`src/rtl/fp_pkg.sv`:
```
// fp_pkg: shared widths, code struct and decoder state encoding for the
// floating-point code expander (fp_decoder) and its datapath.
package fp_pkg;

  localparam int unsigned EXP_W = 3;
  localparam int unsigned SIG_W = 4;
  localparam int unsigned OUT_W = 12;

  typedef struct packed {
    logic             s;
    logic [EXP_W-1:0] e;
    logic [SIG_W-1:0] f;
  } fp_code_t;

  typedef enum logic [1:0] {
    IDLE,
    SHIFT,
    SIGN,
    DONE
  } dec_state_t;

  // A non-zero exponent with a clear significand MSB is not a normalised code.
  function automatic logic is_noncanonical(input fp_code_t c);
    return (c.e != '0) && !c.f[SIG_W-1];
  endfunction

endpackage

```
`src/rtl/fp_decode_shifter.sv`:
```
// fp_decode_shifter: accumulator/counter datapath for fp_decoder.
// Loads the significand and exponent, shifts left one place per strobe while
// counting the exponent down, and negates (two's complement) on request.
module fp_decode_shifter
  import fp_pkg::*;
(
  input  logic             clk,
  input  logic             rst,
  input  logic             load,
  input  logic             shift,
  input  logic             neg,
  input  logic [EXP_W-1:0] load_e,
  input  logic [SIG_W-1:0] load_f,
  output logic [OUT_W-1:0] acc,
  output logic             cnt_zero
);

  logic [OUT_W-1:0] acc_q, acc_d;
  logic [EXP_W-1:0] cnt_q, cnt_d;

  // Next accumulator/counter value; load has priority over shift and negate.
  always_comb begin
    acc_d = acc_q;
    cnt_d = cnt_q;
    if (load) begin
      acc_d = OUT_W'(load_f);
      cnt_d = load_e;
    end else if (shift) begin
      acc_d = acc_q << 1;
      cnt_d = cnt_q - EXP_W'(1);
    end else if (neg) begin
      acc_d = ~acc_q + OUT_W'(1);
    end
  end

  // Datapath registers with synchronous reset.
  always_ff @(posedge clk) begin
    if (rst) begin
      acc_q <= '0;
      cnt_q <= '0;
    end else begin
      acc_q <= acc_d;
      cnt_q <= cnt_d;
    end
  end

  assign acc      = acc_q;
  assign cnt_zero = (cnt_q == '0);

endmodule

```
`src/rtl/fp_decoder.sv`:
```
// fp_decoder: expands an 8-bit code {S,E,F} into a 12-bit two's-complement
// value (S ? -1 : 1) * F * 2^E, one shift per cycle, valid/ready both sides.
// Optional feature: define FP_DECODE_ERR_EN to add the out_err flag that marks
// non-canonical codes (E != 0 with F MSB clear).
module fp_decoder
  import fp_pkg::*;
(
  input  logic             clk,
  input  logic             rst,
  input  logic             in_valid,
  output logic             in_ready,
  input  logic             in_s,
  input  logic [EXP_W-1:0] in_e,
  input  logic [SIG_W-1:0] in_f,
  output logic             out_valid,
  input  logic             out_ready,
  output logic [OUT_W-1:0] out_d
`ifdef FP_DECODE_ERR_EN
  ,
  output logic             out_err
`endif
);

  dec_state_t       state_q, state_d;
  logic             sign_q, sign_d;
  logic             out_valid_q, out_valid_d;
  logic [OUT_W-1:0] out_d_q, out_d_d;
  logic             load, shift, neg;
  logic [OUT_W-1:0] acc;
  logic             cnt_zero;
  fp_code_t         code;

`ifdef FP_DECODE_ERR_EN
  logic             err_q, err_d;
`endif

  assign code = '{s: in_s, e: in_e, f: in_f};

  fp_decode_shifter u_shifter (
    .clk      (clk),
    .rst      (rst),
    .load     (load),
    .shift    (shift),
    .neg      (neg),
    .load_e   (code.e),
    .load_f   (code.f),
    .acc      (acc),
    .cnt_zero (cnt_zero)
  );

  // Next-state, datapath strobes and registered output values.
  // The result is registered on the way out, so out_valid appears one cycle
  // after entering DONE and drops on the handshake edge itself.
  always_comb begin
    state_d     = state_q;
    sign_d      = sign_q;
    out_valid_d = out_valid_q;
    out_d_d     = out_d_q;
    load        = 1'b0;
    shift       = 1'b0;
    neg         = 1'b0;
`ifdef FP_DECODE_ERR_EN
    err_d       = err_q;
`endif
    unique case (state_q)
      IDLE: begin
        if (in_valid) begin
          load    = 1'b1;
          sign_d  = code.s;
          state_d = SHIFT;
`ifdef FP_DECODE_ERR_EN
          err_d   = is_noncanonical(code);
`endif
        end
      end
      SHIFT: begin
        if (cnt_zero) state_d = SIGN;
        else          shift   = 1'b1;
      end
      SIGN: begin
        neg     = sign_q;
        state_d = DONE;
      end
      DONE: begin
        if (out_valid_q && out_ready) begin
          state_d     = IDLE;
          out_valid_d = 1'b0;
          out_d_d     = '0;
          sign_d      = 1'b0;
`ifdef FP_DECODE_ERR_EN
          err_d       = 1'b0;
`endif
        end else begin
          out_valid_d = 1'b1;
          out_d_d     = acc;
        end
      end
      default: state_d = IDLE;
    endcase
  end

  // Control and output registers with synchronous reset.
  always_ff @(posedge clk) begin
    if (rst) begin
      state_q     <= IDLE;
      sign_q      <= 1'b0;
      out_valid_q <= 1'b0;
      out_d_q     <= '0;
`ifdef FP_DECODE_ERR_EN
      err_q       <= 1'b0;
`endif
    end else begin
      state_q     <= state_d;
      sign_q      <= sign_d;
      out_valid_q <= out_valid_d;
      out_d_q     <= out_d_d;
`ifdef FP_DECODE_ERR_EN
      err_q       <= err_d;
`endif
    end
  end

  assign in_ready  = (state_q == IDLE);
  assign out_valid = out_valid_q;
  assign out_d     = out_d_q;
`ifdef FP_DECODE_ERR_EN
  assign out_err   = err_q & out_valid_q;
`endif

endmodule
```
`config.mk`:
```
export PLATFORM = sky130hd
export DESIGN_NAME = fp_decoder
export DESIGN_NICKNAME = d
export VERILOG_FILES = /design/src/rtl/fp_pkg.sv /design/src/rtl/fp_decode_shifter.sv /design/src/rtl/fp_decoder.sv
export SDC_FILE = /design/constraint.sdc
export NUM_CORES = 1
export LEC_CHECK = 0
export BUFFER_PORTS_ARGS = -buffer_cell sky130_fd_sc_hd__buf_2
export CORE_ASPECT_RATIO = 0.75
export CORE_MARGIN = 2
export CORE_UTILIZATION = 40
export DETAILED_ROUTE_END_ITERATION = 12
export SLEW_MARGIN = 5
export SYNTH_ARGS = -nofsm -noshare
export SYNTH_HDL_FRONTEND = slang
export SYNTH_SLANG_ARGS = --single-unit
```
`constraint.sdc`:
```
create_clock -name clk -period 3 [get_ports clk]
set_input_delay 0.45 -clock clk [delete_from_list [all_inputs] [get_ports clk]]
set_output_delay 0.45 -clock clk [all_outputs]
set_load 0.01 [all_outputs]
```
# Word-level counts from Yosys, hierarchy flattened
# Cells that the tools add are included.
[totals]
register_bits = 31
elab_cells = 45
[op_classes]
n_mux = 19
addsub = 2
n_bitwise = 1
n_reduce_logical = 10
n_eq_ne = 6
[op_table]
columns = ["cell", "n"]
rows = [
  ["2-to-1 mux 12 bit", 3],
  ["adder 12 x 1 -> 12 bit (second input constant)", 1],
  ["NOT 12 bit", 1],
  ["2-to-1 mux 1 bit", 8],
  ["case mux 2 bit (4 select lines)", 1],
  ["2-to-1 mux 2 bit", 3],
  ["2-to-1 mux 3 bit", 2],
  ["!= test 2 bit (second input constant)", 3],
  ["AND reduction 3 bit", 2],
  ["nonzero test 2 bit", 3],
  ["== test 2 bit (second input constant)", 2],
  ["2-to-1 mux 4 bit", 1],
  ["zero test 3 bit", 1],
  ["nonzero test 3 bit", 1],
  ["subtractor 3 x 1 -> 3 bit (second input constant)", 1],
  ["== test 2 x 1 -> 1 bit (second input constant)", 1],
  ["zero test 2 bit", 1],
  ["case mux 1 bit (2 select lines)", 1],
  ["OR reduction 2 bit", 1],
  ["logical AND 1 bit", 1],
]

# Longest topological paths before layout
# Gate-level depths: netlist of run 1.
[depth]
ltp_word = 5
mapped_depth = 9
mapped_depth_nobuf = 7

# Hierarchy
# A second synthesis of run 1 with hierarchy kept.
[hier_totals]
hier_cells = 207
area_unflattened_um2 = 1720.4
[modules_own_cells]
columns = ["mod", "n_inst", "area_per_inst_um2", "cells_per_inst"]
rows = [
  ["fp_decode_shifter", 1, 955.9, 121],
  ["fp_decoder", 1, 764.5, 86],
]

# Least setup slack after synthesis of run 1
# Ideal clock, no wire load.
[synth_timing]
path_type = "reg2reg"
start = "register state_q[0]"
end = "register u_shifter.acc_q[9] (netlist: u_shifter.acc[9])"
required_time_ns = 2.909
slack_ns = 1.352
t_arrival_ns = 1.557
synth_period_minus_slack_ns = 1.648
n_path_buf = 1
stages_incl_launch_ff = 8
setup_time_ns = 0.091
cell_sequence = "dfxtp_1 -> inv_1 -> ha_1 -> and2_1 -> buf_6 -> nor2_1 -> o21ai_0 -> a311oi_1"
[synth_via]
elab_chain_len = 3
word_cells_on_any_way = 9
cone_classes = "eq/ne (2); mux (4); reduce/logical (3)"
[synth_rtl]
columns = ["item", "line", "text"]
rows = [
  ["start, declared", "fp_decoder.sv:24", "dec_state_t state_q, state_d;"],
  ["start signal, assigned", "fp_decoder.sv:113", "state_q <= state_d;"],
  ["zero test 2 bit", "n/a", ""],
  ["named net in_ready", "fp_decoder.sv:11", "output logic in_ready,"],
  ["2-to-1 mux 1 bit", "fp_decoder.sv:65", "unique case (state_q)"],
  ["OR reduction 2 bit (no line)", "n/a", ""],
  ["end signal, assigned", "fp_decode_shifter.sv:39", "acc_q <= '0;"],
  ["end signal, assigned", "fp_decode_shifter.sv:42", "acc_q <= acc_d;"],
  ["end, declared", "fp_decode_shifter.sv:18", "logic [OUT_W-1:0] acc_q, acc_d;"],
]
# The timed path passes the listed nets, and every way through them passes these cells.
# A chain may end at the register's enable or synchronous reset.

# Final worst setup path of run 1
[layout_timing]
start = "register state_q[0]"
end = "register u_shifter.acc_q[9] (netlist: u_shifter.acc[9])"
[layout_via]
elab_chain_len = 3
word_cells_on_any_way = 9
cone_classes = "eq/ne (2); mux (4); reduce/logical (3)"
[layout_rtl]
columns = ["item", "line", "text"]
rows = [
  ["== test 2 x 1 -> 1 bit, or another cell as far along", "fp_decoder.sv:65", ""],
  ["2-to-1 mux 1 bit", "fp_decoder.sv:65", ""],
  ["2-to-1 mux 12 bit, or another cell as far along", "fp_decode_shifter.sv:28", "end else if (shift) begin"],
]
# Parallel ways exist; a longest one is shown, timed or not.

==> impl_metrics.py, run 1 <==
metrics = {
    "detailed_routing": {
        "avgViaCountPerCell": 5.43,
        "finalWirelength_um": 3540,
        "drt_iter0_markers": 148,
        "vias": 1400,
        "firstDrtPassIters": 4,
        "wl_per_cell_um": 13.7,
        "drc": 0,
        "ant_nets": 0,
    },
    "worst_setup_path": {
        "path_class": "reg -> reg",
        "critPathBufInv": 1,
        "cp_cell_sequence": "inv_1 > ha_1 > and2_1 > nor2_1 > o21ai_0 > a311oi_1",
        "cp.required_ns": 3.19,
        "cp-start-kind": "register",
        "cp_data_arrival_time_ns": 2.20,
        "max_stage_delay_ns": 0.48,
        "r2r_slack_ns": 0.98,
        "cp-end-kind": "register",
        "crit_slowest_cell": "nor2_1",
        "crit_family": "simple AND/OR/NAND/NOR gates",
        "worstPathMaxFanout": 9,
    },
    "clocking": {
        "cts-htree-levels": 2,
        "cts_root_buffer": "clkbuf_8",
        "clock_latency_ns": 0.29,
        "cts_setup_buffers": 0,
        "clockBufferDepth": 2,
        "cts.clk_slew.worst_paths_ns": 0.07,
        "ctsResizeCount": 0,
        "cts-buffers-inserted": 5,
        "ctsHoldBuffers": 0,
        "numClockSinks": 31,
        "cts_tree": "built",
    },
    "global_routing": {
        "grt_pass1_wl_um": 5970,
        "grt_antenna_before_repair": 0,
        "grt_max_degree": 26,
        "first_global_vias": 1278,
        "grt_usage_pct": 18.3,
        "grt_overflow_total": 0,
    },
    "placed_design": {
        "place_worst_setup_slack_ns": 1.03,
        "io_buffers": 25,
        "place_congestion": 0.811,
        "dp_hpwl_um": 2520,
        "place_inst": 250,
    },
    "timing": {
        "slew_headroom_pct": 51.3,
        "max_clock_freq_ghz": 0.496,
        "clock_skew_ns": 0.0106,
        "setup-tns-final_ns": 0,
        "finalMaxSlewViolations": 0,
        "period_minus_slack_ns": 2.02,
        "setup_slack_ns": 0.982,
        "finalSetupViolations": 0,
        "rsz0062_at_grt": "false",
        "hold_viol_final": 0,
        "worst_pin_slew_ns": 0.729,
        "period_share_pct": 67.3,
    },
    "logic_synthesis": {
        "ys_ff_latch": 31,
        "ys_seq_area_share_pct": 40.5,
        "yosysWarnings": 0,
        "yosys.area.top_type_share_pct": 40.5,
        "synth_fp_nets": 204,
        "ys_types": 32,
        "async_flop_share_pct": 0,
        "synth_area_leaders": "dfxtp_1, ha_1, a21oi_1, a22oi_1, nor2_1",
        "synth-edff-count": 0,
        "netlist_area_mm2": 0.00153,
        "syn_avg_cell_area_um2": 8.33,
        "yosysTopAreaCell": "dfxtp_1",
        "syn_inst": 184,
        "synth-main-ff-cell": "dfxtp_1",
    },
    "floorplanning": {
        "start_util_pct": 41.9,
        "core_area_mm2": 0.00366,
        "io_pins": 26,
        "rows": 19,
        "die_h_um": 57.6,
        "die_area_mm2": 0.00435,
        "die_w_um": 75.5,
    },
    "pwr": {
        "power_density_mw_per_mm2": 857,
        "power_mw": 1.50,
        "ir_drop_v": 0.000382,
        "p_leak_nw": 0.687,
    },
    "outcome": {
        "status": "complete, no violations",
    },
    "layout": {
        "num_antenna_cells": 0,
        "final_nets": 225,
        "area_growth_pct": 14.0,
        "fill_cells": 374,
        "multi_input_area_um2": 806,
        "ff_latch_area_um2": 621,
        "layout-drive-gt1-share_pct": 16.5,
        "final_cells": 258,
    },
    "hold_path": {
        "hp-class": "in -> reg",
    },
    "flow_run": {
        "maxCapViolCount": 0,
    },
}
power by group:
part | internal, mW | switching (mW) | leakage, nW
Clock | 0.162 | 0.159 | 0.0412
Sequential | 0.483 | 0.0988 | 0.252
Combinational | 0.239 | 0.356 | 0.394
cells by family after synthesis:
family,synth area share (%)
simple gates,19.3
compound gates,23.8
flops,40.5
buf+inv,6.94
fa+ha+maj,6.53
xor+xnor,2.29
mux,0.653
sequential cells by signal, summed over array words and instances, names as in the netlist:
signal,flops
out_d,12
out_valid,1
sign_q,1
state_q,2
u_shifter.acc,12
u_shifter.cnt_q,3
cell usage in the layout, fill, tap and decap left out, types with 2 or more instances in the layout:
cell	instances
nor2_1	24
xnor2_1	4
clkbuf_8	5
nor2b_1	3
dfxtp_1	31
o221ai_1	2
o211ai_1	3
o21ai_0	10
nor3_1	6
ha_1	8
a21oi_1	18
a311oi_1	5
a22oi_1	12
nand3b_1	2
buf_2	25
inv_1	10
nand2_1	14
nand3_1	7
metal layers:
metal  track usage [%]  wire length [um]  vias up
met5                 0                 0        -
met4              7.52                61        0
met3              6.26               261       10
met1              26.0              1740      649
li1                  -                 -      695
met2              25.3              1470       46
worst reg2reg max path, stage by stage (launching register included):
cell      delay, ns
dfxtp_1        0.40
inv_1          0.10
ha_1           0.26
and2_1         0.26
nor2_1         0.48
o21ai_0        0.19
a311oi_1       0.24
path summary, 6_finish.rpt:
path,start,end,cells past startpoint
min reg2reg,u_shifter.cnt_q[0]$_SDFFE_PP0P_,u_shifter.cnt_q[0]$_SDFFE_PP0P_,2
max reg2reg,state_q[0]$_SDFFE_PP0P_,u_shifter.acc[9]$_SDFFE_PP0P_,6
min,in_f[2],u_shifter.acc[2]$_SDFFE_PP0P_,3
max,state_q[0]$_SDFFE_PP0P_,u_shifter.acc[9]$_SDFFE_PP0P_,6
layout make-up:
class,instances,area share [%]
clock buffer,6,4.15
timing repair buffer,26,7.59
clock inverter,2,0.716
multi-input combinational,131,46.1
inverter,10,2.15
sequential,31,35.5
tap,52,3.72
metrics by stage:
step / cell area, um2 / hold WS (ns) / util [%]
final: 1750 / 0.393 / 47.7
after global routing: 1750 / 0.399 / 47.7
after CTS: 1750 / 0.394 / 47.7
after detailed placement: 1660 / 0.478 / 45.4
after global placement: 1660 / 0.470 / 45.4
after floorplan: 1530 / 0.455 / -
synthesized netlist by cell type (5+ instances only):
master,instances
dfxtp_1,31
a21oi_1,18
a311oi_1,5
nand2_1,14
nor3_1,6
clkbuf_1,8
nand3_1,7
a22oi_1,12
ha_1,8
nor2_1,24
inv_1,10
o21ai_0,10
Note: power is estimated with default switching activity, not from simulation.
==> inputs of run 2 (changes only) <==
Clock period 3 ns to 1.99 ns, I/O delays scaled along.
==> run 2 against run 1 <==
Non-clock buffer count up 6. Worst hold slack worse by 0.14 ns. Largest cell class unchanged. Utilization up 1.3 points. Critical path type unchanged. Critical path depth up 1.
==> impl_metrics.py, run 2 (same netlist as run 1, synthesis figures left out) <==
metrics = {
    "outcome": {
        "status": "complete, no violations",
    },
    "layout": {
        "layout-drive-gt1-share_pct": 19.3,
        "area_growth_pct": 17.1,
        "final_nets": 231,
        "layout_common_cells": "dfxtp_1, buf_2, nor2_1",
        "num_antenna_cells": 0,
        "final_common_cell": "dfxtp_1",
    },
    "timing": {
        "rsz0062_at_grt": "false",
        "period_minus_slack_ns": 1.76,
        "finalMaxSlewViolations": 0,
        "slew_headroom_pct": 70.8,
        "hold_viol_final": 0,
        "finalSetupViolations": 0,
        "clock_skew_ns": 0.00982,
        "period_share_pct": 88.5,
        "setup_slack_ns": 0.230,
        "max_clock_freq_ghz": 0.568,
        "setup-tns-final_ns": 0,
        "worst_pin_slew_ns": 0.438,
    },
    "clocking": {
        "clockBufferDepth": 2,
        "cts_setup_buffers": 0,
        "cts_tree": "built",
        "cts.clk_slew.worst_paths_ns": 0.07,
        "cts-buffers-inserted": 5,
        "cts_root_buffer": "clkbuf_8",
        "clock_latency_ns": 0.29,
        "numClockSinks": 31,
        "cts-htree-levels": 2,
    },
    "detailed_routing": {
        "wl_per_cell_um": 13.8,
        "ant_nets": 0,
        "firstDrtPassIters": 4,
        "drc": 0,
        "drt_iter0_markers": 136,
        "finalWirelength_um": 3640,
        "vias": 1404,
        "avgViaCountPerCell": 5.32,
    },
    "pwr": {
        "power_density_mw_per_mm2": 1300,
        "p_leak_nw": 0.718,
        "ir_drop_v": 0.000532,
    },
    "worst_setup_path": {
        "path_class": "reg -> reg",
        "cp_common_cell": "ha_1",
        "crit_slowest_cell": "dfxtp_1",
        "cp-start-kind": "register",
        "worstPathMaxFanout": 6,
        "cp_data_arrival_time_ns": 1.95,
        "cp.required_ns": 2.18,
        "cp-end-kind": "register",
        "max_stage_delay_ns": 0.33,
        "cp_cell_sequence": "inv_1 > ha_1 > ha_1 > nand2b_1 > nand2_1 > o221ai_1 > a311oi_1",
    },
    "global_routing": {
        "grt_pass1_wl_um": 6060,
        "grt_usage_pct": 18.7,
        "first_global_vias": 1327,
        "grt_antenna_before_repair": 0,
        "grt_overflow_total": 0,
        "grt_max_degree": 26,
    },
    "floorplanning": {
        "io_pins": 26,
        "die_w_um": 75.5,
        "rows": 19,
        "core_area_mm2": 0.00366,
        "die_area_mm2": 0.00435,
        "die_h_um": 57.6,
        "start_util_pct": 41.9,
    },
    "hold_path": {
        "hp-class": "in -> reg",
    },
    "placed_design": {
        "place_congestion": 0.804,
        "place_worst_setup_slack_ns": 0.180,
        "io_buffers": 25,
        "dp_hpwl_um": 2620,
    },
    "flow_run": {
        "maxCapViolCount": 0,
    },
}
-- run 2: cell count changes in the layout (fill, tap and decap cells not counted) --
| cell | change |
|---|---|
| buf_4 | +6 |
| nor2b_1 | -1 |
| nor2b_2 | +1 |
-- run 2: final timing paths --
path	from	endpoint	slack (ns)	depth (start not counted)
worst max-delay path	u_shifter.cnt_q[0]$_SDFFE_PP0P_	u_shifter.acc[7]$_SDFFE_PP0P_	0.23	7
worst min-delay path	in_f[0]	u_shifter.acc[0]$_SDFFE_PP0P_	0.25	3
worst max register to register	u_shifter.cnt_q[0]$_SDFFE_PP0P_	u_shifter.acc[7]$_SDFFE_PP0P_	0.23	7
worst min register to register	u_shifter.cnt_q[0]$_SDFFE_PP0P_	u_shifter.cnt_q[0]$_SDFFE_PP0P_	0.49	2
-- run 2: final cells by class --
type	instances	area [um2]
clock buffers	6	72.6
multi-input cells	131	808
inverters	10	37.5
repair buffers	32	178
flip-flops and latches	31	621
clock inverters	2	12.5
well taps	52	65.1
fillers	370	1870
-- run 2: metal layers --
metal | GRT usage, % | share of wire [%] | routed length [um] | vias to the layer above
met5 | 0 | 0 | 0 | -
met4 | 8.77 | 1.5 | 53 | 0
met3 | 5.74 | 6.0 | 220 | 8
met2 | 24.5 | 42 | 1530 | 51
met1 | 27.7 | 50 | 1840 | 636
li1 | - | - | - | 709
-- run 2: stage by stage --
stage	std cells	power [mW]	instance area (um2)	utilization [%]	hold slack, ns
final	264	2.33	1790	49.0	0.251
after global routing	264	2.52	1790	49.0	0.261
after CTS	264	2.33	1790	48.9	0.246
after detailed placement	256	1.84	1710	46.6	0.480
after global placement	256	1.80	1710	46.6	0.472
after floorplan	184	1.61	1530	-	0.435
-- run 2: repair_timing --
action,CTS,global route
endpoints found under the hold margin,0,0
hold buffers,0,0
setup endpoints to repair,0,4
gates resized for setup,0,1
-- run 2: power by group --
| group | total, mW | switching (mW) | internal (mW) |
|---|---|---|---|
| Sequential | 0.849 | 0.121 | 0.729 |
| Combinational | 0.999 | 0.587 | 0.412 |
| Clock | 0.478 | 0.234 | 0.244 |
-- run 2: worst max-delay path: cells and delay by family, from the launching register on --
| kind | cells | cell delay, ns |
|---|---|---|
| AO/OA/AOI/OAI | 2 | 0.41 |
| buffers and inverters | 1 | 0.06 |
| flip-flops | 1 | 0.33 |
| adder cells (fa/ha/maj) | 2 | 0.40 |
| AND/OR/NAND/NOR | 2 | 0.45 |
